==> src/rtl/ddr_axi_reader.sv <==
// AXI3 read-back engine for the DDR3 capture partition: splits a word-range command into
// INCR bursts of at most MAX_BURST beats and feeds the output FIFO. Option: DDR_RD_ABORT_EN.
//  state    | meaning
//  S_IDLE   | wait for start
//  S_CALC   | size next burst, wait for FIFO room
//  S_AR     | address phase
//  S_RDATA  | collect beats into the FIFO
//  S_SETTLE | let the FIFO fill level catch up
//  S_DONE   | completion pulse
module ddr_axi_reader #(
   parameter logic [31:0] DDR3_BASE_ADDR = 32'h3000_0000,
   parameter int          OFIFO_DEPTH    = 2048,
   parameter int          MAX_BURST      = 16
) (
   input  logic        clk,
   input  logic        rstn,
   input  logic        start,
   input  logic [25:0] start_word_addr,
   input  logic [19:0] word_count,
   output logic        busy,
   output logic        done,
   output logic        rd_err,
   output logic [31:0] m_axi_araddr,
   output logic [5:0]  m_axi_arid,
   output logic [3:0]  m_axi_arlen,
   output logic [2:0]  m_axi_arsize,
   output logic [1:0]  m_axi_arburst,
   output logic [3:0]  m_axi_arcache,
   output logic [1:0]  m_axi_arlock,
   output logic [2:0]  m_axi_arprot,
   output logic [3:0]  m_axi_arqos,
   output logic        m_axi_arvalid,
   input  logic        m_axi_arready,
   input  logic [31:0] m_axi_rdata,
   input  logic [5:0]  m_axi_rid,
   input  logic [1:0]  m_axi_rresp,
   input  logic        m_axi_rlast,
   input  logic        m_axi_rvalid,
   output logic        m_axi_rready,
   output logic [31:0] ofifo_din,
   output logic        ofifo_wr,
   input  logic [11:0] ofifo_wrcount
`ifdef DDR_RD_ABORT_EN
  ,input  logic        abort,
   output logic        aborted
`endif
);

   typedef enum logic [2:0] {S_IDLE, S_CALC, S_AR, S_RDATA, S_SETTLE, S_DONE} state_t;

   state_t      state_q, state_d;
   logic [25:0] addr_q, addr_d;
   logic [19:0] remaining_q, remaining_d;
   logic [3:0]  beat_q, beat_d;
   logic        settle_q, settle_d;
   logic [3:0]  arlen_q, arlen_d;
   logic [31:0] araddr_q, araddr_d;
   logic [5:0]  arid_q, arid_d;
   logic        arvalid_q, arvalid_d;
   logic        rd_err_q, rd_err_d;
   logic [31:0] ofifo_din_q, ofifo_din_d;
   logic        ofifo_wr_q, ofifo_wr_d;
`ifdef DDR_RD_ABORT_EN
   logic        abort_pend_q, abort_pend_d;
   logic        aborted_q, aborted_d;
`endif

   logic [4:0]  len_c;
   logic [26:0] rem_top_c;
   logic [10:0] page_c;
   logic [12:0] free_c;

   // Burst length: beat limit, words left, partition end, and 4 KB page end.
   always_comb begin
      rem_top_c = 27'h400_0000 - {1'b0, addr_q};
      page_c    = 11'd1024 - {1'b0, addr_q[9:0]};
      len_c     = 5'(MAX_BURST);
      if (remaining_q < 20'(len_c)) len_c = remaining_q[4:0];
      if (rem_top_c < 27'(len_c))   len_c = rem_top_c[4:0];
      if (page_c < 11'(len_c))      len_c = page_c[4:0];
      if (13'(ofifo_wrcount) >= 13'(OFIFO_DEPTH)) free_c = 13'd0;
      else                                         free_c = 13'(OFIFO_DEPTH) - 13'(ofifo_wrcount);
   end

   always_comb begin
      state_d     = state_q;
      addr_d      = addr_q;
      remaining_d = remaining_q;
      beat_d      = beat_q;
      settle_d    = settle_q;
      arlen_d     = arlen_q;
      araddr_d    = araddr_q;
      arid_d      = arid_q;
      arvalid_d   = arvalid_q;
      rd_err_d    = rd_err_q;
      ofifo_din_d = ofifo_din_q;
      ofifo_wr_d  = 1'b0;
`ifdef DDR_RD_ABORT_EN
      abort_pend_d = abort_pend_q;
      aborted_d    = aborted_q;
      if ((state_q == S_AR || state_q == S_RDATA || state_q == S_SETTLE) && abort)
         abort_pend_d = 1'b1;
`endif
      case (state_q)
         S_IDLE: begin
            if (start) begin
               addr_d      = start_word_addr;
               remaining_d = word_count;
               rd_err_d    = 1'b0;
`ifdef DDR_RD_ABORT_EN
               abort_pend_d = 1'b0;
               aborted_d    = 1'b0;
`endif
               state_d     = (word_count == 20'd0) ? S_DONE : S_CALC;
            end
         end
         S_CALC: begin
`ifdef DDR_RD_ABORT_EN
            if (abort) begin
               aborted_d = 1'b1;
               state_d   = S_DONE;
            end else
`endif
            if (free_c >= 13'(len_c)) begin
               arlen_d   = 4'(len_c - 5'd1);
               araddr_d  = {DDR3_BASE_ADDR[31:28], addr_q, 2'b00};
               arid_d    = arid_q + 6'd1;
               arvalid_d = 1'b1;
               beat_d    = 4'd0;
               state_d   = S_AR;
            end
         end
         S_AR: begin
            if (m_axi_arready) begin
               arvalid_d = 1'b0;
               state_d   = S_RDATA;
            end
         end
         S_RDATA: begin
            if (m_axi_rvalid) begin
               ofifo_din_d = m_axi_rdata;
               ofifo_wr_d  = 1'b1;
               beat_d      = beat_q + 4'd1;
               remaining_d = remaining_q - 20'd1;
               addr_d      = addr_q + 26'd1;
               if (m_axi_rresp != 2'b00 || m_axi_rid != arid_q ||
                   m_axi_rlast != (beat_q == arlen_q))
                  rd_err_d = 1'b1;
               // Burst ends on the beat count; rlast only feeds the error flag.
               if (beat_q == arlen_q) begin
                  settle_d = 1'b0;
                  state_d  = S_SETTLE;
               end
            end
         end
         S_SETTLE: begin
            if (settle_q) begin
               state_d = (remaining_q != 20'd0) ? S_CALC : S_DONE;
`ifdef DDR_RD_ABORT_EN
               if (abort_pend_d) begin
                  aborted_d = 1'b1;
                  state_d   = S_DONE;
               end
`endif
            end else begin
               settle_d = 1'b1;
            end
         end
         S_DONE:  state_d = S_IDLE;
         default: state_d = S_IDLE;
      endcase
   end

   always_ff @(posedge clk or negedge rstn) begin
      if (!rstn) begin
         state_q     <= S_IDLE;
         addr_q      <= '0;
         remaining_q <= '0;
         beat_q      <= '0;
         settle_q    <= 1'b0;
         arlen_q     <= '0;
         araddr_q    <= {DDR3_BASE_ADDR[31:28], 28'h0};
         arid_q      <= '0;
         arvalid_q   <= 1'b0;
         rd_err_q    <= 1'b0;
         ofifo_din_q <= '0;
         ofifo_wr_q  <= 1'b0;
`ifdef DDR_RD_ABORT_EN
         abort_pend_q <= 1'b0;
         aborted_q    <= 1'b0;
`endif
      end else begin
         state_q     <= state_d;
         addr_q      <= addr_d;
         remaining_q <= remaining_d;
         beat_q      <= beat_d;
         settle_q    <= settle_d;
         arlen_q     <= arlen_d;
         araddr_q    <= araddr_d;
         arid_q      <= arid_d;
         arvalid_q   <= arvalid_d;
         rd_err_q    <= rd_err_d;
         ofifo_din_q <= ofifo_din_d;
         ofifo_wr_q  <= ofifo_wr_d;
`ifdef DDR_RD_ABORT_EN
         abort_pend_q <= abort_pend_d;
         aborted_q    <= aborted_d;
`endif
      end
   end

   assign busy          = (state_q != S_IDLE) && (state_q != S_DONE);
   assign done          = (state_q == S_DONE);
   assign rd_err        = rd_err_q;
   assign m_axi_araddr  = araddr_q;
   assign m_axi_arid    = arid_q;
   assign m_axi_arlen   = arlen_q;
   assign m_axi_arsize  = 3'b010;
   assign m_axi_arburst = 2'b01;
   assign m_axi_arcache = 4'b0011;
   assign m_axi_arlock  = 2'b00;
   assign m_axi_arprot  = 3'b000;
   assign m_axi_arqos   = 4'b0000;
   assign m_axi_arvalid = arvalid_q;
   assign m_axi_rready  = (state_q == S_RDATA);
   assign ofifo_din     = ofifo_din_q;
   assign ofifo_wr      = ofifo_wr_q;
`ifdef DDR_RD_ABORT_EN
   assign aborted       = aborted_q;
`endif

endmodule
==> config.mk <==
export PLATFORM = sky130hd
export DESIGN_NAME = ddr_axi_reader
export DESIGN_NICKNAME = d
export VERILOG_FILES = /design/src/rtl/ddr_axi_reader.sv
export SDC_FILE = /design/constraint.sdc
export NUM_CORES = 1
export LEC_CHECK = 0
export CAP_MARGIN = 25
export CORE_MARGIN = 5
export CORE_UTILIZATION = 50
export DETAILED_ROUTE_END_ITERATION = 8
export PLACE_DENSITY_LB_ADDON = 0.05
export REMOVE_ABC_BUFFERS = 1
export SYNTH_ARGS = -nofsm -noshare
export SYNTH_HDL_FRONTEND = slang
export SYNTH_SLANG_ARGS = --single-unit
==> constraint.sdc <==
create_clock -name clk -period 7.4 [get_ports clk]
set_clock_uncertainty 0.05 [all_clocks]
set_input_delay 1.48 -clock clk [delete_from_list [all_inputs] [get_ports clk]]
set_output_delay 1.48 -clock clk [all_outputs]
set_load 0.02 [all_outputs]
; After elaboration in Yosys (flattened, before gate mapping)
; Cells that the tools add are included.
[word_totals]
output_inout_bits = 98
ff_bits = 125
[op_classes]
n_reduce_logical = 20
n_addsub = 8
muxes = 34
n_eq_ne = 16
magnitude_cmp = 5
[op_table]
columns = cell, count
row1 = 26-bit two-way mux, 2
row2 = 26-bit one-hot mux with 2 select lines, 1
row3 = 20-bit two-way mux, 2
row4 = 20-bit one-hot mux with 2 select lines, 1
row5 = 27-bit by 5-bit less-than comparator with 1-bit output, 1
row6 = 27-bit by 26-bit subtractor with 27-bit output (first input constant), 1
row7 = 26-bit by 1-bit adder with 26-bit output (second input constant), 1
row8 = 3-bit two-way mux, 8
row9 = 20-bit logical NOT, 1
row10 = 20-bit by 5-bit less-than comparator with 1-bit output (second input constant), 1
row11 = 20-bit nonzero test, 1
row12 = 20-bit by 1-bit subtractor with 20-bit output (second input constant), 1
row13 = 5-bit two-way mux, 3
row14 = 3-bit one-hot mux with 5 select lines, 1
row15 = 13-bit by 5-bit >= comparator with 1-bit output, 1
row16 = 13-bit two-way mux, 1
row17 = 12-bit by 12-bit subtractor with 13-bit output (first input constant), 1
row18 = 12-bit >= comparator (second input constant), 1
row19 = 3-bit AND reduction, 4
row20 = 11-bit by 5-bit less-than comparator with 1-bit output, 1
row21 = 11-bit by 10-bit subtractor with 11-bit output (first input constant), 1
row22 = 2-bit != test (second input constant), 5
row23 = 2-bit nonzero test, 5
row24 = 1-bit two-way mux, 9
row25 = 21 further kinds, 29

; Longest topological paths before layout
; Gate-level depths: netlist (run 1).
[depth]
depth_word = 9
mapped_depth = 32
ltp_nobuf = 29

; Worst setup path before layout (run 1)
; Ideal clock, no wire load.
[synth_path]
kind = reg-to-reg
start = register remaining_q[13]
end = register arid_q[3] (netlist: m_axi_arid[3])
setup_time_ns = 0.134
path_buffers = 2
slack_ns = 0.709
t_arrival_ns = 6.507
path_stages_with_launch = 31
required_time_ns = 7.216
path_cell_list = dfrtp_1 > or4_1 > buf_2 > nor4_4 > and3_1 > inv_1 > ha_1 > a21o_1 > a21o_1 > a221o_1 > nor4_4 > nand4_1 > mux2i_1 > ha_1 > a21o_1 > a21oi_1 > nand2_1 > a211oi_1 > a41oi_4 > mux2_4 > inv_1 > ha_1 > nand2b_1 > a21o_1 > a211oi_1 > o221ai_1 > and2_1 > nand2b_1 > buf_1 > nor2_1 > xor2_1
[synth_via]
elab_chain_cells = 8
[synth_lines]
columns = element, line_no
row1 = from (decl), 53  ; logic [19:0] remaining_q, remaining_d;
row2 = from (signal assigned), 195  ; remaining_q <= remaining_d;
row3 = 20-bit by 5-bit less-than comparator with 1-bit output (*), 78  ; if (remaining_q < 20'(len_c)) len_c = remaining_q[4:0];
row4 = 5-bit two-way mux (*), 78
row5 = 27-bit by 5-bit less-than comparator with 1-bit output, 79  ; if (rem_top_c < 27'(len_c)) len_c = rem_top_c[4:0];
row6 = 5-bit two-way mux (*), 79
row7 = 11-bit by 5-bit less-than comparator with 1-bit output, 80  ; if (page_c < 11'(len_c)) len_c = page_c[4:0];
row8 = 5-bit two-way mux (*), 80
row9 = 13-bit by 5-bit >= comparator with 1-bit output (*), 124  ; if (free_c >= 13'(len_c)) begin
row10 = 2-bit AND reduction (no line) (*), -
row11 = to (signal assigned), 200  ; arid_q <= arid_d;
row12 = to (decl), 58  ; logic [5:0] arid_q, arid_d;
; Mark *: on every way between the ends. The rest lies on a longest branch, timed or not.
; A chain may end at the register's enable or synchronous reset.

; Worst setup path after layout (run 1)
[layout_path]
start = register remaining_q[4]
end = register state_q[0]
[layout_via]
elab_chain_cells = 9
[layout_lines]
columns = element, line_no
row1 = 20-bit by 5-bit less-than comparator with 1-bit output, 78
row2 = 5-bit two-way mux (*), 78
row3 = 27-bit by 5-bit less-than comparator with 1-bit output, 79
row4 = 5-bit two-way mux (*), 79
row5 = 11-bit by 5-bit less-than comparator with 1-bit output, 80
row6 = 5-bit two-way mux (*), 80
row7 = 13-bit by 5-bit >= comparator with 1-bit output (*), 124
row8 = 2-bit != test (no line) (*), -
row9 = 6-bit AND reduction (no line) (*), -
row10 = to (signal assigned), 193  ; state_q <= state_d;
row11 = to (decl), 51  ; state_t state_q, state_d;
; Marked as above.

==> out/qor.txt, run 1 <==
Setup Crit Path Kind -> reg2reg
Largest net degree at the start of global routing -> 66
Core Region -> 15030 um^2
Critical Path Slowest Stage Cell -> nor4_1
Reg-to-reg startpoint -> remaining_q[4]$_DFFE_PN0P_
Top delay family on crit path -> compound AO/OA/AOI/OAI gates
Vias per inst -> 5.638
CTS tree -> built
CP bufs+invs -> 3
Ys async rst share -> 100.0%
DR iter-0 viols -> 526
Estimated wirelength of the detail-placed design -> 15460 um
Port bufs -> 177
Final setup fails -> 0
Hold EP -> m_axi_araddr[22]$_DFFE_PN0P_
Die Y -> 133.3 um
R2R Setup Slk -> 450 ps
Req. time, crit path -> 7650 ps
CP Launch Type -> register
Most common cell after layout, fill and taps aside -> clkdlybuf4s50_1
Seq/Total Area, Yosys -> 41.13%
Clock Path Buffers -> 2
Worst path max stage delay -> 520 ps
Placed cell area -> 9433 um^2
Peak VDD IR -> 267.3 uV
Starting Density -> 50.59%
Cts bufs inserted -> 17
Pwr/cell area -> 426.2 nW/um^2
CTS Sinks -> 125
# diodes -> 0
R2R depth -> 29
EDFF count, synth -> 0
CTS clk-pin slew, worst paths -> 60 ps
Fin crit period -> 6955 ps
Hold Path Depth -> 2
Fin cells -> 1232
Final Hold Slack -> 420.2 ps
Area grow syn2layout -> 31.26%
H-tree level count -> 4
Library cells used by synthesis -> 65
Drt first pass iters -> 5
Slew @ Worst Pin -> 614.1 ps
Most repeated library cell on the critical path -> a21o_1
Post-CTS Hold Fix Bufs -> 0
Number of nets in the layout -> 1156
Top_reg_cell synth -> dfrtp_1
Max Cap Viol -> 0
Path type of the worst min-delay path -> reg2reg
Die ar. -> 17780 um^2
Syn Area/Cell -> 8.661 um^2
Routed len/inst -> 17.06 um
Core Rows -> 45
Design Area, Final -> 9982 um^2
Global route total overflow -> 0
CTS root buf -> clkbuf_16
Synthesized area -> 7605 um^2
Ports -> 202
Status -> complete, no violations
Fill cells -> 1319
Post-DRT Antenna Nets -> 0
Skew-Pair Late Insertion Delay -> 410 ps
Crit path DAT -> 7200 ps
Die width -> 133.3 um
YS warnings -> 0
Synthesis-stage register bit count -> 125
Vias in the first global route -> 6654
Fmax -> 0.1438 GHz
Initial antenna violation count -> 0
Reg2reg end -> state_q[0]$_DFFE_PN0P_
Static leakage -> 4.169 nW
Final hold vios -> 0
Most frequent cells in the layout -> clkdlybuf4s50_1 (176), nand2_1 (143), dfrtp_1 (125)
Crit. End Element -> register
Final slew viol count -> 0
Final wirelength -> 21020 um
DR vias -> 6946
Gr usage total -> 23.75%
Worst Min Path Start -> m_axi_araddr[22]$_DFFE_PN0P_
GPL Wtd Cong -> 0.8936
Dpl cells -> 1200
DR DRC count -> 0
Total power -> 4.254 mW
Global-route wire length before repair -> 34430 um
Share of cells above drive strength 1 -> 9.674%
Worst slew margin -> 59.06%
Worst-path fanout max -> 8
Post-Syn Instances -> 878
Fin crit share -> 93.99%
per-stage QoR:
step	setup slack, ps	util [%]	TNS, ps
global placement	352.3	62.56	0
detailed placement	185.1	62.75	0
floorplan	250.6	-	0
CTS	141.2	66.29	0
finish	445.0	66.40	0
global route	-39.93	66.40	-65.35
final cells by class:
class	count	area, um^2	area share [%]
timing repair buffer	191	1907	19.10
clock inverter	12	90.09	0.9025
tap	188	235.2	2.356
clock buffer	19	442.9	4.437
multi-input combinational	679	4111	41.19
inverter	18	67.56	0.6769
sequential	125	3128	31.34
timing repair:
item,CTS,global route
buffers inserted,0,1
endpoints found under the setup margin,0,34
resized for setup,0,3
state kept, by name, summed over array words and instances, names as in the netlist, 3 cells and up:
register,flops
m_axi_arlen,4
m_axi_arid,6
m_axi_araddr,26
addr_q,26
beat_q,4
remaining_q,20
ofifo_din,32
state_q,3
where the power goes:
group	internal, mW	switching (mW)	total [mW]
combinational	0.947	1.13	2.08
clock	0.436	0.320	0.757
sequential	1.01	0.409	1.42
layer usage:
metal  track usage, %  vias up  wire length, um
li1                 -     3384                -
met1            33.88     3264             9690
met2            37.16      276             9541
met3            4.607       22             1498
met4            6.571        0              291
met5                0        -                0
cell families (layout without fill, tap and decap cells):
logic type,Yosys count,in the layout,share of synthesized area (%)
buffers and inverters,96,240,6.186
multiplexers,45,45,6.598
other,2,24,0.09875
adder cells (fa/ha/maj),20,20,3.291
AO/OA/AOI/OAI,207,207,16.34
AND/OR/NAND/NOR,357,357,23.36
XOR/XNOR,26,26,2.994
flip-flops,125,125,41.13
Yosys cell counts, types with 10 or more instances:
cell      number  share of area [%]
a21oi_1       73                4.8
and3_1        13                1.1
buf_4         24                2.4
clkbuf_1      41                2.0
dfrtp_1      125                 41
ha_1          20                3.3
inv_1         18               0.89
mux2_2        33                4.9
mux2i_1       10                1.3
nand2_1      143                7.1
nand3_1       34                2.2
nor2_1        65                3.2
nor3_1        25                1.6
nor4_1        14                1.2
o21ai_0       70                4.6
o22ai_1       14                1.2
xnor2_1       11                1.3
xor2_1        15                1.7
worst reg2reg max path: cells and delay by family (launching register included):
kind	cells	cell delay, ps
AOI/OAI and AO/OA	13	2590
and+or+nand+nor	7	1900
muxes	3	850
adders and majority gates	3	690
DFF	1	450
buffers and inverters	3	350
worst max path at each step:
stage / start / endpoint / slack (ps) / cells past startpoint
2_1_floorplan: remaining_q[13]$_DFFE_PN0P_ / m_axi_arid[4]$_DFFE_PN0P_ / 250 / 28
3_3_place_gp: remaining_q[12]$_DFFE_PN0P_ / state_q[0]$_DFFE_PN0P_ / 350 / 28
3_5_place_dp: remaining_q[12]$_DFFE_PN0P_ / state_q[0]$_DFFE_PN0P_ / 190 / 28
4_1_cts: remaining_q[12]$_DFFE_PN0P_ / state_q[0]$_DFFE_PN0P_ / 140 / 28
5_1_grt: remaining_q[4]$_DFFE_PN0P_ / state_q[0]$_DFFE_PN0P_ / -40 / 30
6_report: remaining_q[4]$_DFFE_PN0P_ / state_q[0]$_DFFE_PN0P_ / 450 / 29
No activity file was read; power rests on OpenSTA's default activity.
==> inputs of run 2 (changes only) <==
Settings changed: SETUP_SLACK_MARGIN set to 0.3.
==> run 2 against run 1 <==
Effect of this change:
- flip-flop and latch count unchanged
- worst hold slack about the same
- total power rose by 0.27%
- via count rose by 0.19%
- worst setup slack improved by 220 ps
- non-clock buffer count is 1 higher
- critical path depth unchanged
- routed wire length fell by 0.27%
- highest routed layer unchanged
==> out/qor.txt, run 2 (synthesized netlist as in run 1, its figures left out) <==
RSZ-0062 raised after global routing -> false
H-tree level count -> 4 (unchanged)
Area grow syn2layout -> 31.87% (was 31.26%)
Final Hold Slack -> 420.1 ps (was 420.2 ps)
Worst-path fanout max -> 8 (unchanged)
DR vias -> 6959 (was 6946)
Placed cell area -> 9433 um^2 (unchanged)
Fmax -> 0.1485 GHz (was 0.1438 GHz)
Initial antenna violation count -> 0 (unchanged)
Ports -> 202 (unchanged)
Post-DRT Antenna Nets -> 0 (unchanged)
Area of the multi-input gates -> 4146 um^2 (was 4111 um^2)
Net Switching -> 1.863 mW (was 1.858 mW)
Most repeated library cell on the critical path -> a21o_1 (unchanged)
Final wirelength -> 20970 um (was 21020 um)
Estimated wirelength of the detail-placed design -> 15460 um (unchanged)
Status -> complete, no violations (unchanged)
CTS clk-pin slew, worst paths -> 60 ps (about the same)
CTS root buf -> clkbuf_16 (unchanged)
Final hold vios -> 0 (unchanged)
Setup Crit Path Kind -> reg2reg (unchanged)
Most frequent cells in the layout -> clkdlybuf4s50_1 (176), nand2_1 (142), dfrtp_1 (125) (was clkdlybuf4s50_1 (176), nand2_1 (143), dfrtp_1 (125))
Worst path max stage delay -> 550 ps (was 520 ps)
Crit path DAT -> 6980 ps (was 7200 ps)
Starting Density -> 50.59% (unchanged)
Gr usage total -> 23.79% (was 23.75%)
Static leakage -> 4.178 nW (was 4.169 nW)
Max Cap Viol -> 0 (unchanged)
Global route total overflow -> 0 (unchanged)
Die ar. -> 17780 um^2 (unchanged)
Routed len/inst -> 17.00 um (was 17.06 um)
Number of nets in the layout -> 1157 (was 1156)
Die width -> 133.3 um (unchanged)
Internal power -> 2.403 mW (was 2.396 mW)
FF+latch area -> 3128 um^2 (unchanged)
Skew-Pair Late Insertion Delay -> 420 ps (was 410 ps)
Sequential Power Share -> 33.4% (about the same)
CP bufs+invs -> 3 (unchanged)
Cts bufs inserted -> 17 (unchanged)
CTS Sinks -> 125 (unchanged)
Peak VDD IR -> 265.3 uV (was 267.3 uV)
Path type of the worst min-delay path -> reg2reg (unchanged)
# diodes -> 0 (unchanged)
CP Launch Type -> register (unchanged)
Fin crit share -> 91.01% (was 93.99%)
GPL Wtd Cong -> 0.8936 (unchanged)
Worst slew margin -> 59.63% (was 59.06%)
Port bufs -> 177 (unchanged)
Final setup fails -> 0 (unchanged)
Pwr/cell area -> 425.3 nW/um^2 (was 426.2 nW/um^2)
Switching part of the total -> 43.67% (was 43.68%)
Slew @ Worst Pin -> 605.6 ps (was 614.1 ps)
Crit. End Element -> register (unchanged)
Final Core Density -> 66.71% (was 66.40%)
Total power -> 4.266 mW (was 4.254 mW)
Fill cells -> 1305 (was 1319)
Global-route wire length before repair -> 34490 um (was 34430 um)
Most common cell after layout, fill and taps aside -> clkdlybuf4s50_1 (unchanged)
Drt first pass iters -> 5 (unchanged)
Share of cells above drive strength 1 -> 10.53% (was 9.674%)
Vias in the first global route -> 6664 (was 6654)
Vias per inst -> 5.644 (was 5.638)
CTS tree -> built (unchanged)
Die Y -> 133.3 um (unchanged)
Final slew viol count -> 0 (unchanged)
DR iter-0 viols -> 455 (was 526)
Clock Path Buffers -> 2 (unchanged)
Critical Path Slowest Stage Cell -> or4_4 (was nor4_1)
Top delay family on crit path -> compound AO/OA/AOI/OAI gates (unchanged)
Req. time, crit path -> 7650 ps (about the same)
Design Area, Final -> 10030 um^2 (was 9982 um^2)
Largest register FFs -> 32 (unchanged)
Core Rows -> 45 (unchanged)
Logic gate share of total power -> 48.9% (was 48.8%)
Fin crit period -> 6735 ps (was 6955 ps)
Post-CTS Hold Fix Bufs -> 0 (unchanged)
Setup TNS -> 0 ps (unchanged)
DR DRC count -> 0 (unchanged)
Core Region -> 15030 um^2 (unchanged)
Clock network fraction of design power -> 17.7% (was 17.8%)
Largest net degree at the start of global routing -> 66 (unchanged)
[run 2: area by class of cell]
cell class | instances | area share, %
clock inverters | 12 | 0.8983
repair buffers | 192 | 19.13
flip-flops and latches | 125 | 31.19
well taps | 188 | 2.346
multi-input cells | 679 | 41.35
clock buffers | 19 | 4.417
inverters | 18 | 0.6737
[run 2: repair_timing]
item | CTS | global route
gates cloned | 0 | 0
pin swaps | 1 | 7
gates resized for setup | 1 | 11
endpoints found under the setup margin | 11 | 38
buffers inserted | 1 | 1
[run 2: worst reg2reg max path: cells and delay by family (launching register included)]
family          cells  cell delay (ps)
mux                 3              850
compound gates     13             2520
flops               1              420
simple gates        7             1810
buf+inv             3              330
fa+ha+maj           3              670
[run 2: power by group through the flow]
stage / Clock, mW / Combinational, mW / Sequential (mW)
after floorplan: 0 / 1.05 / 1.55
after global placement: 0 / 2.03 / 1.42
after detailed placement: 0 / 2.07 / 1.43
after CTS: 0.769 / 2.09 / 1.41
after global routing: 0.801 / 2.30 / 1.48
final: 0.757 / 2.09 / 1.42
[run 2: path summary, 6_finish.rpt]
check	startpoint	end	slack, ps	cells past startpoint
min in group asynchronous	rstn	ofifo_din[16]$_DFFE_PN0P_	990	1
max	remaining_q[11]$_DFFE_PN0P_	state_q[0]$_DFFE_PN0P_	660	29
min	m_axi_araddr[22]$_DFFE_PN0P_	m_axi_araddr[22]$_DFFE_PN0P_	420	2
max in group asynchronous	rstn	remaining_q[17]$_DFFE_PN0P_	5360	2
max reg2reg	remaining_q[11]$_DFFE_PN0P_	state_q[0]$_DFFE_PN0P_	660	29
min reg2reg	m_axi_araddr[22]$_DFFE_PN0P_	m_axi_araddr[22]$_DFFE_PN0P_	420	2
[run 2: metrics by stage]
step / setup slack, ps / cells
after floorplan: 250.6 / 822
after global placement: 352.3 / 1199
after detailed placement: 185.1 / 1200
after CTS: 335.5 / 1232
after global routing: 309.6 / 1233
final: 664.9 / 1233
[run 2: per-layer routing]
metal	up-vias	track usage (%)	routed length, um
met2	277	37.22	9523
met5	-	0	0
met4	0	6.571	251
met3	19	4.607	1517
li1	3386	-	-
met1	3277	33.96	9672
==> inputs of run 3 (changes only) <==
Settings changed: CORE_UTILIZATION 50 to 64, DONT_BUFFER_PORTS set to 1.
==> run 3 against run 2 <==
Effect of this change:
- design area is 18% lower
- worst setup slack better by 25 ps
- sequential power is 20% higher
- die area is 20% lower
- sequential share of layout area is 6.7 points higher
- total power is 8.2% lower
- worst hold slack better by 40 ps
- first-iteration DRC count is 16% higher
- global-route usage is 3.5 points higher
- flip-flop and latch count stayed put
- routed wire length is 4.7% lower
- critical path depth is 1 lower
- critical path type unchanged
- critical endpoint unchanged
==> out/qor.txt, run 3 (synthesized netlist as in run 1, its figures left out) <==
CTS clk-pin slew, worst paths -> 60 ps (about the same)
GPL Wtd Cong -> 0.8868 (was 0.8936)
Die ar. -> 14160 um^2 (was 17780 um^2)
Ports -> 202 (unchanged)
Setup TNS -> 0 ps (unchanged)
Final slew viol count -> 0 (unchanged)
Net Switching -> 1.829 mW (was 1.863 mW)
Req. time, crit path -> 7650 ps (about the same)
Area grow syn2layout -> 8.523% (was 31.87%)
Share of cells above drive strength 1 -> 13.10% (was 10.53%)
Final Core Density -> 71.66% (was 66.71%)
DR DRC count -> 0 (unchanged)
RSZ-0062 raised after global routing -> true (was false)
# diodes -> 0 (unchanged)
Die Y -> 119.0 um (was 133.3 um)
Gr usage total -> 27.32% (was 23.79%)
CTS tree -> built (unchanged)
Setup ws final -> 690.3 ps (was 664.9 ps)
Static leakage -> 3.528 nW (was 4.178 nW)
Logic gate share of total power -> 35.8% (was 48.9%)
Global route total overflow -> 0 (unchanged)
Switching part of the total -> 46.70% (was 43.67%)
Most common cell after layout, fill and taps aside -> nand2_1 (was clkdlybuf4s50_1)
Max Cap Viol -> 0 (unchanged)
Routed len/inst -> 19.73 um (was 17.00 um)
Vias in the first global route -> 6153 (was 6664)
Fmax -> 0.1490 GHz (was 0.1485 GHz)
Drt first pass iters -> 5 (unchanged)
Largest register FFs -> 32 (unchanged)
Vias per inst -> 6.366 (was 5.644)
Global-route wire length before repair -> 31740 um (was 34490 um)
Most repeated library cell on the critical path -> a21o_1 (unchanged)
Clock Path Buffers -> 2 (unchanged)
Fill cells -> 911 (was 1305)
Peak VDD IR -> 360.7 uV (was 265.3 uV)
Fin cells -> 1013 (was 1233)
Most frequent cells in the layout -> nand2_1 (142), dfrtp_1 (125), a21oi_1 (72) (was clkdlybuf4s50_1 (176), nand2_1 (142), dfrtp_1 (125))
DR iter-0 viols -> 529 (was 455)
Sequential Power Share -> 43.6% (was 33.4%)
Setup Crit Path Kind -> reg2reg (unchanged)
Final setup fails -> 0 (unchanged)
Pre-CTS setup slack -> 226.7 ps (was 185.1 ps)
Design Area, Final -> 8253 um^2 (was 10030 um^2)
Path type of the worst min-delay path -> reg2reg (unchanged)
Worst slew margin -> 54.53% (was 59.63%)
Worst-path fanout max -> 8 (unchanged)
Slew @ Worst Pin -> 675.8 ps (was 605.6 ps)
H-tree level count -> 4 (unchanged)
Final wirelength -> 19990 um (was 20970 um)
Dpl cells -> 975 (was 1200)
Final hold vios -> 0 (unchanged)
Cts bufs inserted -> 17 (unchanged)
Crit path DAT -> 6960 ps (was 6980 ps)
CTS root buf -> clkbuf_16 (unchanged)
DR vias -> 6449 (was 6959)
CP Launch Type -> register (unchanged)
Fin crit period -> 6710 ps (was 6735 ps)
Skew-Pair Late Insertion Delay -> 420 ps (about the same)
Pwr/cell area -> 474.4 nW/um^2 (was 425.3 nW/um^2)
Core Rows -> 39 (was 45)
Core Region -> 11520 um^2 (was 15030 um^2)
Crit. End Element -> register (unchanged)
Internal power -> 2.087 mW (was 2.403 mW)
CTS Sinks -> 125 (unchanged)
Clock network fraction of design power -> 20.5% (was 17.7%)
Worst path max stage delay -> 590 ps (was 550 ps)
Die width -> 119.0 um (was 133.3 um)
Post-CTS Hold Fix Bufs -> 0 (unchanged)
Placed cell area -> 7552 um^2 (was 9433 um^2)
Fin crit share -> 90.67% (was 91.01%)
Starting Density -> 66.04% (was 50.59%)
Port bufs -> 0 (was 177)
Initial antenna violation count -> 0 (unchanged)
Estimated wirelength of the detail-placed design -> 14140 um (was 15460 um)
Critical Path Slowest Stage Cell -> or4_4 (unchanged)
Largest net degree at the start of global routing -> 126 (was 66)
Status -> complete, no violations (unchanged)
Number of nets in the layout -> 981 (was 1157)
Post-DRT Antenna Nets -> 0 (unchanged)
## run 3: power by group through the flow
stage	logic, mW	registers [mW]	clock network, mW
detailed placement	1.33	1.70	0
finish	1.40	1.71	0.804
global placement	1.27	1.69	0
floorplan	1.05	1.55	0
global route	1.58	1.76	0.853
CTS	1.34	1.70	0.809
## run 3: worst paths after layout
path	startpoint	to	slack [ps]	depth (start not counted)
worst min-delay path	remaining_q[9]$_DFFE_PN0P_	remaining_q[9]$_DFFE_PN0P_	460	2
worst min register to register	remaining_q[9]$_DFFE_PN0P_	remaining_q[9]$_DFFE_PN0P_	460	2
worst max-delay path	remaining_q[13]$_DFFE_PN0P_	state_q[0]$_DFFE_PN0P_	690	28
worst max register to register	remaining_q[13]$_DFFE_PN0P_	state_q[0]$_DFFE_PN0P_	690	28
max in group asynchronous	rstn	m_axi_araddr[9]$_DFFE_PN0P_	6350	0
min in group asynchronous	rstn	remaining_q[10]$_DFFE_PN0P_	700	0
## run 3: area by class of cell
| cell class | instances | area, um^2 | area share [%] |
|---|---|---|---|
| multi-input cells | 679 | 4155 | 50.35 |
| flip-flops and latches | 125 | 3128 | 37.90 |
| clock buffers | 18 | 439.2 | 5.321 |
| inverters | 18 | 67.56 | 0.8187 |
| clock inverters | 14 | 135.1 | 1.637 |
| well taps | 143 | 178.9 | 2.168 |
| repair buffers | 16 | 148.9 | 1.804 |
## run 3: critical path: cells and delay by family, from the launching register on
kind	cells	cell delay, ps
fa+ha+maj	3	800
simple gates	7	1800
mux	3	880
flops	1	380
compound gates	13	2550
buf+inv	2	120
## run 3: stage by stage
stage / hold WS (ps) / power [mW]
2_1_floorplan: 392.1 / 2.599
3_3_place_gp: 406.3 / 2.963
3_5_place_dp: 421.2 / 3.035
4_1_cts: 433.7 / 3.848
5_1_grt: 490.0 / 4.194
6_report: 459.7 / 3.915
## run 3: layer usage
layer  up-vias  GRT usage, %  wire (um)
met3        22         7.678       1850
met5         -             0          0
li1       3018             -          -
met1      3113         37.55       8565
met4         0         9.051        270
met2       296         41.96       9299
## run 3: timing repair
item,in CTS,in global routing
gates resized for setup,1,17
setup endpoints to repair,27,42
buffers inserted,1,3
pin swaps,1,8
cloned,0,1
